[config.mk]
export PLATFORM = sky130hd
export DESIGN_NAME = irq_priority_encoder
export DESIGN_NICKNAME = d
export VERILOG_FILES = /design/src/rtl/irq_priority_encoder.sv
export SDC_FILE = /design/constraint.sdc
export NUM_CORES = 1
export LEC_CHECK = 0
export ABC_AREA = 1
export CELL_PAD_IN_SITES_DETAIL_PLACEMENT = 1
export CELL_PAD_IN_SITES_GLOBAL_PLACEMENT = 2
export CORE_ASPECT_RATIO = 0.6
export CORE_MARGIN = 2
export CORE_UTILIZATION = 23
export CTS_BUF_LIST = sky130_fd_sc_hd__clkbuf_16
export DETAILED_ROUTE_END_ITERATION = 10
export GPL_TIMING_DRIVEN = 1
export PLACE_DENSITY = 0.77
export SLEW_MARGIN = 20
export SYNTH_ARGS = -nofsm -noshare
export SYNTH_HDL_FRONTEND = slang
export SYNTH_SLANG_ARGS = --single-unit
[constraint.sdc]
create_clock -name clk -period 2.5 [get_ports clk]
set_input_delay 0.5 -clock clk [delete_from_list [all_inputs] [get_ports clk]]
set_output_delay 0.5 -clock clk [all_outputs]
set_load 0.01 [all_outputs]
[src/rtl/irq_priority_encoder.sv]
// Sequential N-to-W priority encoder: latches multi-hot requests, grants one via valid/ack.
// Optional build macro ROUND_ROBIN_EN replaces fixed lowest-index priority with a rotating pointer.
module irq_priority_encoder #(
    parameter int W = 2
) (
    input  logic                 clk,
    input  logic                 rst,
    input  logic [(1<<W)-1:0]    req,
    input  logic [(1<<W)-1:0]    mask,
    input  logic                 ack,
    output logic                 valid,
    output logic [W-1:0]         code,
    output logic [(1<<W)-1:0]    onehot,
    output logic [(1<<W)-1:0]    pending
);

    localparam int N = 1 << W;

    typedef enum logic {
        S_IDLE    = 1'b0,
        S_PRESENT = 1'b1
    } state_t;

    state_t         r_state;
    state_t         w_state_nxt;
    logic [W-1:0]   r_code;
    logic [W-1:0]   w_code_nxt;
    logic [N-1:0]   r_onehot;
    logic [N-1:0]   w_onehot_nxt;
    logic [N-1:0]   r_pending;
    logic [N-1:0]   w_pending_nxt;
    logic [N-1:0]   w_eligible;
    logic [N-1:0]   w_clr;
    logic [W-1:0]   w_win;
    logic           w_any;
    logic           w_accept;

    assign w_eligible = r_pending & mask;
    assign w_accept   = (r_state == S_PRESENT) && ack;
    // A request arriving in the same cycle as its own clear keeps the bit pending.
    assign w_clr         = w_accept ? r_onehot : '0;
    assign w_pending_nxt = (r_pending & ~w_clr) | req;

`ifdef ROUND_ROBIN_EN
    logic [W-1:0]   r_ptr;
    logic [W-1:0]   w_ptr_nxt;
    logic [W-1:0]   w_idx;

    // Descending scan so the last hit is the first eligible index at or after r_ptr.
    always_comb begin
        w_win = '0;
        w_any = 1'b0;
        w_idx = '0;
        for (int k = N - 1; k >= 0; k--) begin
            w_idx = r_ptr + W'(k);
            if (w_eligible[w_idx]) begin
                w_win = w_idx;
                w_any = 1'b1;
            end
        end
    end

    assign w_ptr_nxt = w_accept ? (r_code + W'(1)) : r_ptr;

    always_ff @(posedge clk) begin
        if (rst) begin
            r_ptr <= '0;
        end else begin
            r_ptr <= w_ptr_nxt;
        end
    end
`else
    always_comb begin
        w_win = '0;
        w_any = 1'b0;
        for (int i = N - 1; i >= 0; i--) begin
            if (w_eligible[i]) begin
                w_win = W'(i);
                w_any = 1'b1;
            end
        end
    end
`endif

    always_comb begin
        w_state_nxt  = r_state;
        w_code_nxt   = r_code;
        w_onehot_nxt = r_onehot;
        case (r_state)
            S_IDLE: begin
                if (w_any) begin
                    w_state_nxt  = S_PRESENT;
                    w_code_nxt   = w_win;
                    w_onehot_nxt = N'(1) << w_win;
                end
            end
            S_PRESENT: begin
                // Grant is frozen until accepted; mask/req changes are ignored here.
                if (ack) begin
                    w_state_nxt  = S_IDLE;
                    w_onehot_nxt = '0;
                end
            end
            default: begin
                w_state_nxt  = S_IDLE;
                w_onehot_nxt = '0;
            end
        endcase
    end

    always_ff @(posedge clk) begin
        if (rst) begin
            r_state   <= S_IDLE;
            r_code    <= '0;
            r_onehot  <= '0;
            r_pending <= '0;
        end else begin
            r_state   <= w_state_nxt;
            r_code    <= w_code_nxt;
            r_onehot  <= w_onehot_nxt;
            r_pending <= w_pending_nxt;
        end
    end

    assign valid   = (r_state == S_PRESENT);
    assign code    = r_code;
    assign onehot  = r_onehot;
    assign pending = r_pending;

endmodule

# == Word-level counts from Yosys, hierarchy flattened ==
# Index checks and enable logic that the tools add are counted.
# totals
ff_bits,11
latch_bits,0
ram_bits,0
mem_bits_ro,0
input_bits,11
output_inout_bits,11
elab_cells,30
memories,0
# classes
add_sub_neg,0
n_mul,0
div_mod_pow,0
n_lt_le_gt_ge,0
eq_ne,2
shifts,1
n_mux,15
bitwise_logic,5
reduce_logical,3
# ops
op,count
4-bit two-way mux,3
4-bit bitwise AND,2
2-bit two-way mux,4
4-bit case mux with 2 select lines,1
1-bit two-way mux,6
2-bit inequality test (second input constant),2
4-bit inverter,1
4-bit bitwise OR,1
2-bit AND reduction,2
1-bit by 2-bit << shifter with 4-bit output (first input constant),1
1-bit case mux with 2 select lines,1
1-bit logical AND,1
1-bit inverter,1

# == Longest topological paths before layout ==
# Gate-level depths: netlist (run 1).
# logic_depth
word_depth,8
depth_mapped,7
mapped_depth_nobuf,7

# == Least setup slack after synthesis (run 1) ==
# Ideal clock, no wire load.
# synth_path
path_kind,in2reg
startpoint,in mask[2]
endpoint,reg r_onehot[0] (netlist: onehot[0])
setup_time_ps,111
arrival_time_ps,1005
t_required_ps,2389
slack_ps,1383
stages,6
path_buffers,0
path_cell_list,nand2_2 > nand3_1 > a21oi_1 > nor2_1 > nor2_1 > nor2_1
# synth_between
elab_chain_cells,7
# synth_lines
item,line_no,text
"start, declared",9,"input logic [(1<<W)-1:0] mask,"
4-bit bitwise AND (*),38,assign w_eligible = r_pending & mask;
2-bit two-way mux (3 in series),77,if (w_eligible[i]) begin
1-bit by 2-bit << shifter with 4-bit output,94,w_onehot_nxt = N'(1) << w_win;
4-bit two-way mux,91,if (w_any) begin
4-bit case mux with 2 select lines,89,case (r_state)
"end signal, assigned",120,r_onehot <= w_onehot_nxt;
"end, declared",28,logic [N-1:0] r_onehot;
# Mark *: on every way between the ends. The rest lies on a longest branch, timed or not. The select of a mux whose other input is x is not followed.
# A chain may end at the register's enable or synchronous reset.

# == Worst setup path in the final report (run 1) ==
# layout_path
startpoint,reg r_state (netlist: valid)
endpoint,out valid
# layout_lines
item,line_no,text
"start, declared",24,state_t r_state;
"start signal, assigned",118,r_state <= w_state_nxt;
"end, declared",11,"output logic valid,"
# No word-level cell between the ends.

==> results.md, run 1 <==
* Status: complete, no violations
* Synth Area in Adders at 0%
* WP data required at 2000 ps
* RR Startpoint: pending[3]
* WL per Instance at 11.5 um
* Layout cells sized above 1 at 18.5%
* Hold endpoint: code[0]
* Mapped Nets at 79
* Syn-to-layout area delta at 59.6%
* Total CTS buffers at 3
* Yosys top cell by area: dfxtp_1
* WL final at 1410 um
* FF+latch count, synth at 11
* Top-area cell type share of the netlist area at 40.6%
* Mux cell area share after synthesis at 0%
* Synth Area in Simple Gates at 38.6%
* Buf/Inv on CP at 1
* Sequential Power Share at 33.2%
* Initial Utilization at 24.7%
* Clk buf depth at 2
* CP endpoint kind: output port
* Sequential element share of the synthesized area at 40.6%
* Top cells by area, synth: dfxtp_1 41%, nand2_1 8.3%, nand2_4 8.3%
* Clk Latency, worst-skew pair at 240 ps
* Max-slew violation count at 0
* Worst vdd ir at 0.268 mV
* Main combinational cell family by area after synthesis: simple AND/OR/NAND/NOR gates
* Post-synthesis xor/xnor area fraction at 0%
* Worst slew margin at 68.5%
* Post-CTS Setup Inserts at 0
* Total grt overflow at 0
* Fin Clk Skew at 0.592 ps
* Cell family with most CP delay: buffers and inverters
* GRT Overall Usage at 12.1%
* Capture point of the worst reg-to-reg path: onehot[0]
* Syn. warnings at 0
* Switching Power at 0.000153 W
* Setup TNS at 0 ps
* Vias in the first global route at 534
* TritonCTS clock tree: done
* Core outline area at 2200 sq um
* # DRC at 0
* Tmin final at 1760 ps
* Post-synthesis area per instance at 7.97 sq um
* Clock sink count at 11
* IO Port Bufs at 21
* Dpl cell area at 786 sq um
* Via count at 530
* 1st-iter DRT viols at 8
* FP Rows at 13
* Sw Share at 25.0%
* Die Height at 41.6 um
* Leakage at 0.353 nW
* Post-synthesis cell count at 68
* Maxcap violations at 0
* CP max-delay cell: clkdlybuf4s50_1
* Endpoints failing setup at 0
* Worst hold path class: reg -> reg
* Largest net degree at the start of global routing at 12
* Crit-path max cell delay at 580 ps
* Post-Layout Inst Area at 865 sq um
* Worst slew pin tran at 471 ps
* CTS root buffer: clkbuf_16
* Power density cells at 710 nW/um^2
* Nets at 104
* Worst setup SP type: flip-flop
* Total Die Area at 2770 sq um
* R2R setup slack at 1390 ps
* Die X at 66.7 um
* Worst-path clk slew at 40 ps
* Worst reg2reg path depth at 7
* Int Pwr at 0.000461 W
* Total Power at 0.000614 W
* Arrival @ worst endpoint at 1260 ps
* Via density per instance at 4.34
* # diodes at 0
* Worst-path maximum fanout at 5
* Compound-gate portion of the synthesized area at 15.9%
* Count of final hold-check violations at 0
* First-pass GRT wire length at 2420 um
* Initial DRT Pass Iterations at 4
* Initial antenna violation count at 0
* Synth unique cells at 18
* Post-synthesis cell area at 542 sq um
* Final core occ at 39.4%
* ANT nets after route at 0
* Hold buffer count at CTS at 0
* CTS resizes at 0
* CP cell instances: clkdlybuf4s50_1
* H-tree level count at 1
* Clock power frac at 47.0%
* Top-level I/O count at 22
* Final HPWL DP at 1110 um
* Routability cong. at 0.705
* Crit share post-route at 70.4%
* Max Freq at 568 MHz
* Type of the worst setup path: reg -> out
* RSZ-0062 raised after global routing: no
* Comb pwr share at 19.7%
* Hold Path Depth at 2
* Hold path start: code[0]
==> cell usage after synthesis <==
cell	number
o21ai_4	1
inv_1	5
nand3_1	5
o21ai_0	1
nor2_4	1
a21oi_1	8
nand2_4	4
clkbuf_1	1
nand4_1	1
inv_2	1
dfxtp_1	11
nor2_2	1
nand2_1	12
a21oi_2	2
a211oi_1	1
nand3_4	1
nor2_1	9
nand2_2	3
==> sequential cells by signal, summed over array words and instances, names as in the netlist <==
| register | count |
|---|---|
| valid | 1 |
| pending | 4 |
| code | 2 |
| onehot | 4 |
==> power groups by stage <==
stage	Clock, W	Sequential, W	Combinational [W]
floorplan	0	0.000212	0.0000586
global placement	0	0.000207	0.000122
detailed placement	0	0.000207	0.000122
CTS	0.000293	0.000204	0.000123
global route	0.000308	0.000206	0.000134
finish	0.000289	0.000204	0.000121
==> cell families after synthesis <==
logic type      after synthesis
buf+inv                       7
flops                        11
simple gates                 37
compound gates               13
==> cell usage in the layout (no fill, tap or decap) <==
cell type        count
o21ai_4              1
dfxtp_1             11
nor2_4               1
nand4_1              1
nand2_4              4
inv_2                1
clkdlybuf4s50_1     21
nand2_2              3
a21oi_2              2
nand3_4              1
nor2_1               9
nand3_1              5
a211oi_1             1
o21ai_0              1
a21oi_1              8
clkbuf_16            3
nor2_2               1
inv_1                6
nand2_1             12
==> layout make-up <==
type,instances,area [sq um]
fillers,271,1330
multi-input cells,50,295
flip-flops and latches,11,220
repair buffers,21,210
clock buffers,3,75.1
well taps,30,37.5
inverters,6,22.5
clock inverters,1,3.75
==> worst max path at each step <==
stage	startpoint	end	slack, ps	cells after the start
detailed placement	mask[3]	onehot[0]	790	8
global placement	mask[1]	onehot[0]	790	8
finish	valid	valid	740	1
global route	valid	valid	690	1
floorplan	mask[2]	onehot[0]	1380	6
CTS	valid	valid	730	1
==> stage by stage <==
stage                     setup slack, ps  hold slack, ps  cells
final                                 740             477    122
after floorplan                      1380             499     68
after global placement                792             468    118
after CTS                             732             480    122
after detailed placement              795             474    118
after global routing                  687             511    122
==> layer usage <==
metal  up-vias  part of all wire (%)  GRT usage [%]
met3         2                   7.6           6.50
met5         -                     0              0
met1       239                    51           15.9
li1        270                     -              -
met2        19                    40           17.4
met4         0                  0.85           2.45
Power figures use the tool's default switching activity.
==> inputs of run 2 (changes only) <==
CORE_UTILIZATION = 22   (was 23)
PLACE_DENSITY = 0.74   (was 0.77)
clock period = 1.7 ns   (was 2.5 ns; I/O delays follow)
==> run 2 against run 1 <==
Sequential cell count did not move; non-clock buffer count rose by 1; largest power group unchanged; via count rose by 0.19%; critical path depth did not move; global-route usage fell by 0.19 points; total power rose by 47%.
==> results.md, run 2 (synthesized netlist as in run 1, its figures left out) <==
* # DRC at 0 (unchanged)
* Max-slew violation count at 0 (unchanged)
* Crit share post-route at 90.9%
* Worst-path clk slew at 40 ps (about the same)
* Type of the worst setup path: reg -> out
* Setup TNS at 0 ps (unchanged)
* Worst slew pin tran at 452 ps (-18.2 ps)
* CP max-delay cell: clkdlybuf4s50_1
* CTS resizes at 0 (unchanged)
* Post-Layout Inst Area at 872 sq um (+0.87%)
* TritonCTS clock tree: done
* Leakage at 0.358 nW (+1.4%)
* Hold Path Depth at 2 (unchanged)
* Dpl cell area at 793 sq um (+0.96%)
* Final HPWL DP at 1120 um (+1.4%)
* RSZ-0062 raised after global routing: no
* Power density cells at 1030 nW/um^2 (+46%)
* Layout cells sized above 1 at 19.4% (+0.88 points)
* FP Rows at 13 (unchanged)
* Initial Utilization at 24.1% (-0.54 points)
* WL per Instance at 11.9 um (+3.3%)
* R2R setup slack at 600 ps (-790 ps)
* Total grt overflow at 0 (unchanged)
* Dpl ws at 175 ps (-620 ps)
* Largest net degree at the start of global routing at 12 (unchanged)
* Worst vdd ir at 0.591 mV (+120%)
* Tmin final at 1550 ps
* WP data required at 1360 ps (-640 ps)
* Routability cong. at 0.722 (+2.4%)
* Final core occ at 38.9% (-0.52 points)
* Hold buffer count at CTS at 0 (unchanged)
* WL final at 1460 um (+4.1%)
* Crit-path max cell delay at 570 ps (about the same)
* Crit path depth at 1 (unchanged)
* GRT Overall Usage at 11.9% (-0.19 points)
* Die Height at 42.4 um (+2.0%)
* Final setup margin at 155 ps (-586 ps)
* IO Port Bufs at 21 (unchanged)
* Die X at 68.1 um (+2.1%)
* Total Die Area at 2890 sq um (+4.2%)
* H-tree level count at 1 (unchanged)
* CP endpoint kind: output port
* Cell family with most CP delay: buffers and inverters
* Endpoints failing setup at 0 (unchanged)
* CTS root buffer: clkbuf_16
* Max Freq at 647 MHz
* Maxcap violations at 0 (unchanged)
* Worst slew margin at 69.7% (+1.2 points)
* Clk buf depth at 2 (unchanged)
* # diodes at 0 (unchanged)
* Top-level I/O count at 22 (unchanged)
* Worst setup SP type: flip-flop
* Fin Clk Skew at 0.755 ps (+0.163 ps)
* Core outline area at 2240 sq um (+2.2%)
* Initial antenna violation count at 0 (unchanged)
* Vias in the first global route at 521 (-2.4%)
* First-pass GRT wire length at 2420 um (+0.25%)
* Count of final hold-check violations at 0 (unchanged)
* Total CTS buffers at 3 (unchanged)
* Nets at 105 (+0.96%)
* Arrival @ worst endpoint at 1210 ps (-50 ps)
* 1st-iter DRT viols at 20 (+12)
* Buf/Inv on CP at 1 (unchanged)
* Worst-path maximum fanout at 4 (-1)
* Syn-to-layout area delta at 61.0%
* ANT nets after route at 0 (unchanged)
* CP cell instances: clkdlybuf4s50_1
* Initial DRT Pass Iterations at 3 (-1)
* Most frequent cells in the layout: 21 x clkdlybuf4s50_1, 12 x nand2_1, 11 x dfxtp_1
* Status: complete, no violations
* Worst reg2reg path depth at 7 (unchanged)
* Clk Latency, worst-skew pair at 240 ps (about the same)
* Clock sink count at 11 (unchanged)
* Post-CTS Setup Inserts at 0 (unchanged)
* Worst hold path class: reg -> reg
* Via density per instance at 4.32 (-0.63%)
* Via count at 531 (+0.19%)
* Commonest non-fill, non-tap cell in the layout: clkdlybuf4s50_1
==> run 2: changes by cell type in the layout (fill, tap and decap cells not counted), sizes merged <==
cell,change
buf,+1
==> run 2: report_power, final <==
part | internal [W] | switching (W) | leakage (nW)
Clock | 0.000308 | 0.000111 | 0.0423
Sequential | 0.000280 | 0.0000159 | 0.0909
Combinational | 0.0000926 | 0.0000940 | 0.225
==> run 2: final timing paths <==
kind                   start          to
hold reg to reg      code[0]     code[0]
setup / recovery  pending[3]  pending[3]
hold / removal       code[0]     code[0]
setup reg to reg  pending[3]   onehot[0]
==> run 2: layout make-up <==
| class | instances | area (sq um) |
|---|---|---|
| fillers | 275 | 1370 |
| multi-input cells | 50 | 295 |
| flip-flops and latches | 11 | 220 |
| repair buffers | 22 | 218 |
| clock buffers | 3 | 75.1 |
| well taps | 30 | 37.5 |
| inverters | 6 | 22.5 |
| clock inverters | 1 | 3.75 |
==> run 2: per-stage QoR <==
step	cells	hold WS (ps)	power, W
5_1_grt	123	506	0.000949
3_3_place_gp	119	466	0.000487
2_1_floorplan	68	457	0.000398
3_5_place_dp	119	477	0.000489
6_report	123	481	0.000902
4_1_cts	123	485	0.000919
==> run 2: worst min-delay path: cells and delay by family (launching register included) <==
kind | cells | cell delay [ps]
flops | 1 | 300
simple gates | 1 | 80
compound gates | 1 | 50
==> run 2: metal layers <==
metal / up-vias / global-route usage [%] / share of wire [%] / wire length [um]
met3: 4 / 6.45 / 8.9 / 130
met1: 240 / 15.4 / 51 / 741
met5: - / 0 / 0 / 0
met2: 17 / 16.7 / 39 / 576
li1: 270 / - / - / -
met4: 0 / 3.60 / 0.96 / 14
==> inputs of run 3 (changes only) <==
PLACE_DENSITY = 0.84   (was 0.74)
==> run 3 against run 2 <==
Maximum frequency up 0.50%; largest cell class unchanged; register-to-register slack is essentially flat; critical path depth stayed put; total power shrank 0.70%; critical path type unchanged; highest routed layer is now met3.
==> results.md, run 3 (synthesized netlist as in run 1, its figures left out) <==
* Status: complete, no violations
* Crit share post-route at 90.5% (-0.45 points)
* WP data required at 1360 ps (about the same)
* ANT nets after route at 0 (unchanged)
* RSZ-0062 raised after global routing: no
* WL final at 1370 um (-6.4%)
* Clock sink count at 11 (unchanged)
* Worst setup SP type: flip-flop
* Endpoints failing setup at 0 (unchanged)
* Power density cells at 1030 nW/um^2 (-0.70%)
* Clk Latency, worst-skew pair at 230 ps (about the same)
* Routability cong. at 0.739 (+2.4%)
* CP cell instances: clkdlybuf4s50_1
* Fin Clk Skew at 0.651 ps (-0.104 ps)
* H-tree level count at 1 (unchanged)
* Post-CTS Setup Inserts at 0 (unchanged)
* Setup TNS at 0 ps (unchanged)
* Via count at 548 (+3.2%)
* Cell family with most CP delay: buffers and inverters
* Initial DRT Pass Iterations at 4 (+1)
* Fill count at 270 (-1.8%)
* Hold Path Depth at 2 (unchanged)
* Worst-path clk slew at 40 ps (about the same)
* Top-level I/O count at 22 (unchanged)
* Via density per instance at 4.46 (+3.2%)
* Worst hold path class: reg -> reg
* Worst-path maximum fanout at 4 (unchanged)
* FP Rows at 13 (unchanged)
* WL per Instance at 11.1 um (-6.4%)
* CTS root buffer: clkbuf_16
* Die Height at 42.4 um (unchanged)
* Worst slew margin at 67.2% (-2.5 points)
* Die X at 68.1 um (unchanged)
* # diodes at 0 (unchanged)
* Total CTS buffers at 3 (unchanged)
* Worst vdd ir at 0.424 mV (-28%)
* Core outline area at 2240 sq um (unchanged)
* Vias in the first global route at 577 (+11%)
* Arrival @ worst endpoint at 1200 ps (about the same)
* Worst reg2reg path depth at 7 (unchanged)
* Metal2 WL at 553 um (-4.0%)
* Maxcap violations at 0 (unchanged)
* Commonest non-fill, non-tap cell in the layout: clkdlybuf4s50_1
* Leakage at 0.358 nW (unchanged)
* Max Freq at 650 MHz (+0.50%)
* GRT Overall Usage at 11.8% (-0.020 points)
* Uppermost layer routed: met3
* Tmin final at 1540 ps (-7.73 ps)
* Max-slew violation count at 0 (unchanged)
* Most frequent cells in the layout: 21 x clkdlybuf4s50_1, 12 x nand2_1, 11 x dfxtp_1
* Count of final hold-check violations at 0 (unchanged)
* Buf/Inv on CP at 1 (unchanged)
* Type of the worst setup path: reg -> out
* CP endpoint kind: output port
* IO Port Bufs at 21 (unchanged)
* Total grt overflow at 0 (unchanged)
* CP max-delay cell: clkdlybuf4s50_1
* Clk buf depth at 2 (unchanged)
* # DRC at 0 (unchanged)
* Total Die Area at 2890 sq um (unchanged)
* Syn-to-layout area delta at 61.0% (unchanged)
* Layout cells sized above 1 at 19.4% (unchanged)
* Initial antenna violation count at 0 (unchanged)
* Final HPWL DP at 1130 um (+0.96%)
* Crit path depth at 1 (unchanged)
* WL met3 at 126 um (-3.1%)
* Nets at 105 (unchanged)
* TritonCTS clock tree: done
* Post-Route M1 WL at 690 um (-6.9%)
* WHS at 480 ps (-1.05 ps)
* First-pass GRT wire length at 2500 um (+3.4%)
* Initial Utilization at 24.1% (unchanged)
* Largest net degree at the start of global routing at 12 (unchanged)
* Crit-path max cell delay at 570 ps (about the same)
* 1st-iter DRT viols at 16 (-20%)
* Hold buffer count at CTS at 0 (unchanged)
* Worst slew pin tran at 490 ps (+37.9 ps)
* CTS resizes at 0 (unchanged)
run 3: cell counts in the layout (fill, tap and decap cells not counted):
Identical to the previous run, type by type.
run 3: worst paths after layout:
check / from / endpoint / slack (ps)
worst max-delay path: pending[3] / pending[3] / 160
worst min-delay path: code[0] / code[0] / 480
worst max register to register: pending[3] / onehot[0] / 600
worst min register to register: code[0] / code[0] / 480
run 3: per-layer routing:
metal / up-vias / GRT usage [%]
li1: 277 / -
met1: 253 / 16.6
met2: 18 / 15.9
met3: 0 / 6.18
met4: 0 / 2.40
met5: - / 0
run 3: cell type report:
| type | count | area, sq um | share of cell area [%] |
|---|---|---|---|
| multi-input cells | 50 | 295 | 33.9 |
| flip-flops and latches | 11 | 220 | 25.3 |
| repair buffers | 22 | 218 | 25.0 |
| clock buffers | 3 | 75.1 | 8.61 |
| well taps | 30 | 37.5 | 4.30 |
| inverters | 6 | 22.5 | 2.58 |
| clock inverters | 1 | 3.75 | 0.430 |
run 3: stage by stage:
step / total power (W) / instances / utilization (%) / cell area [sq um] / setup slack [ps]
after CTS: 0.000914 / 123 / 38.9 / 872 / 147
after global placement: 0.000487 / 119 / 35.3 / 793 / 153
after floorplan: 0.000398 / 68 / - / 542 / 669
after detailed placement: 0.000489 / 119 / 35.3 / 793 / 154
after global routing: 0.000953 / 123 / 38.9 / 872 / 103
final: 0.000895 / 123 / 38.9 / 872 / 162
run 3: where the power goes:
part	internal, W	switching (W)	total, W	leakage, nW
logic	0.0000926	0.0000938	0.000186	0.225
clock network	0.000308	0.000106	0.000413	0.0423
registers	0.000280	0.0000154	0.000296	0.0909
total	0.000681	0.000215	0.000895	0.358
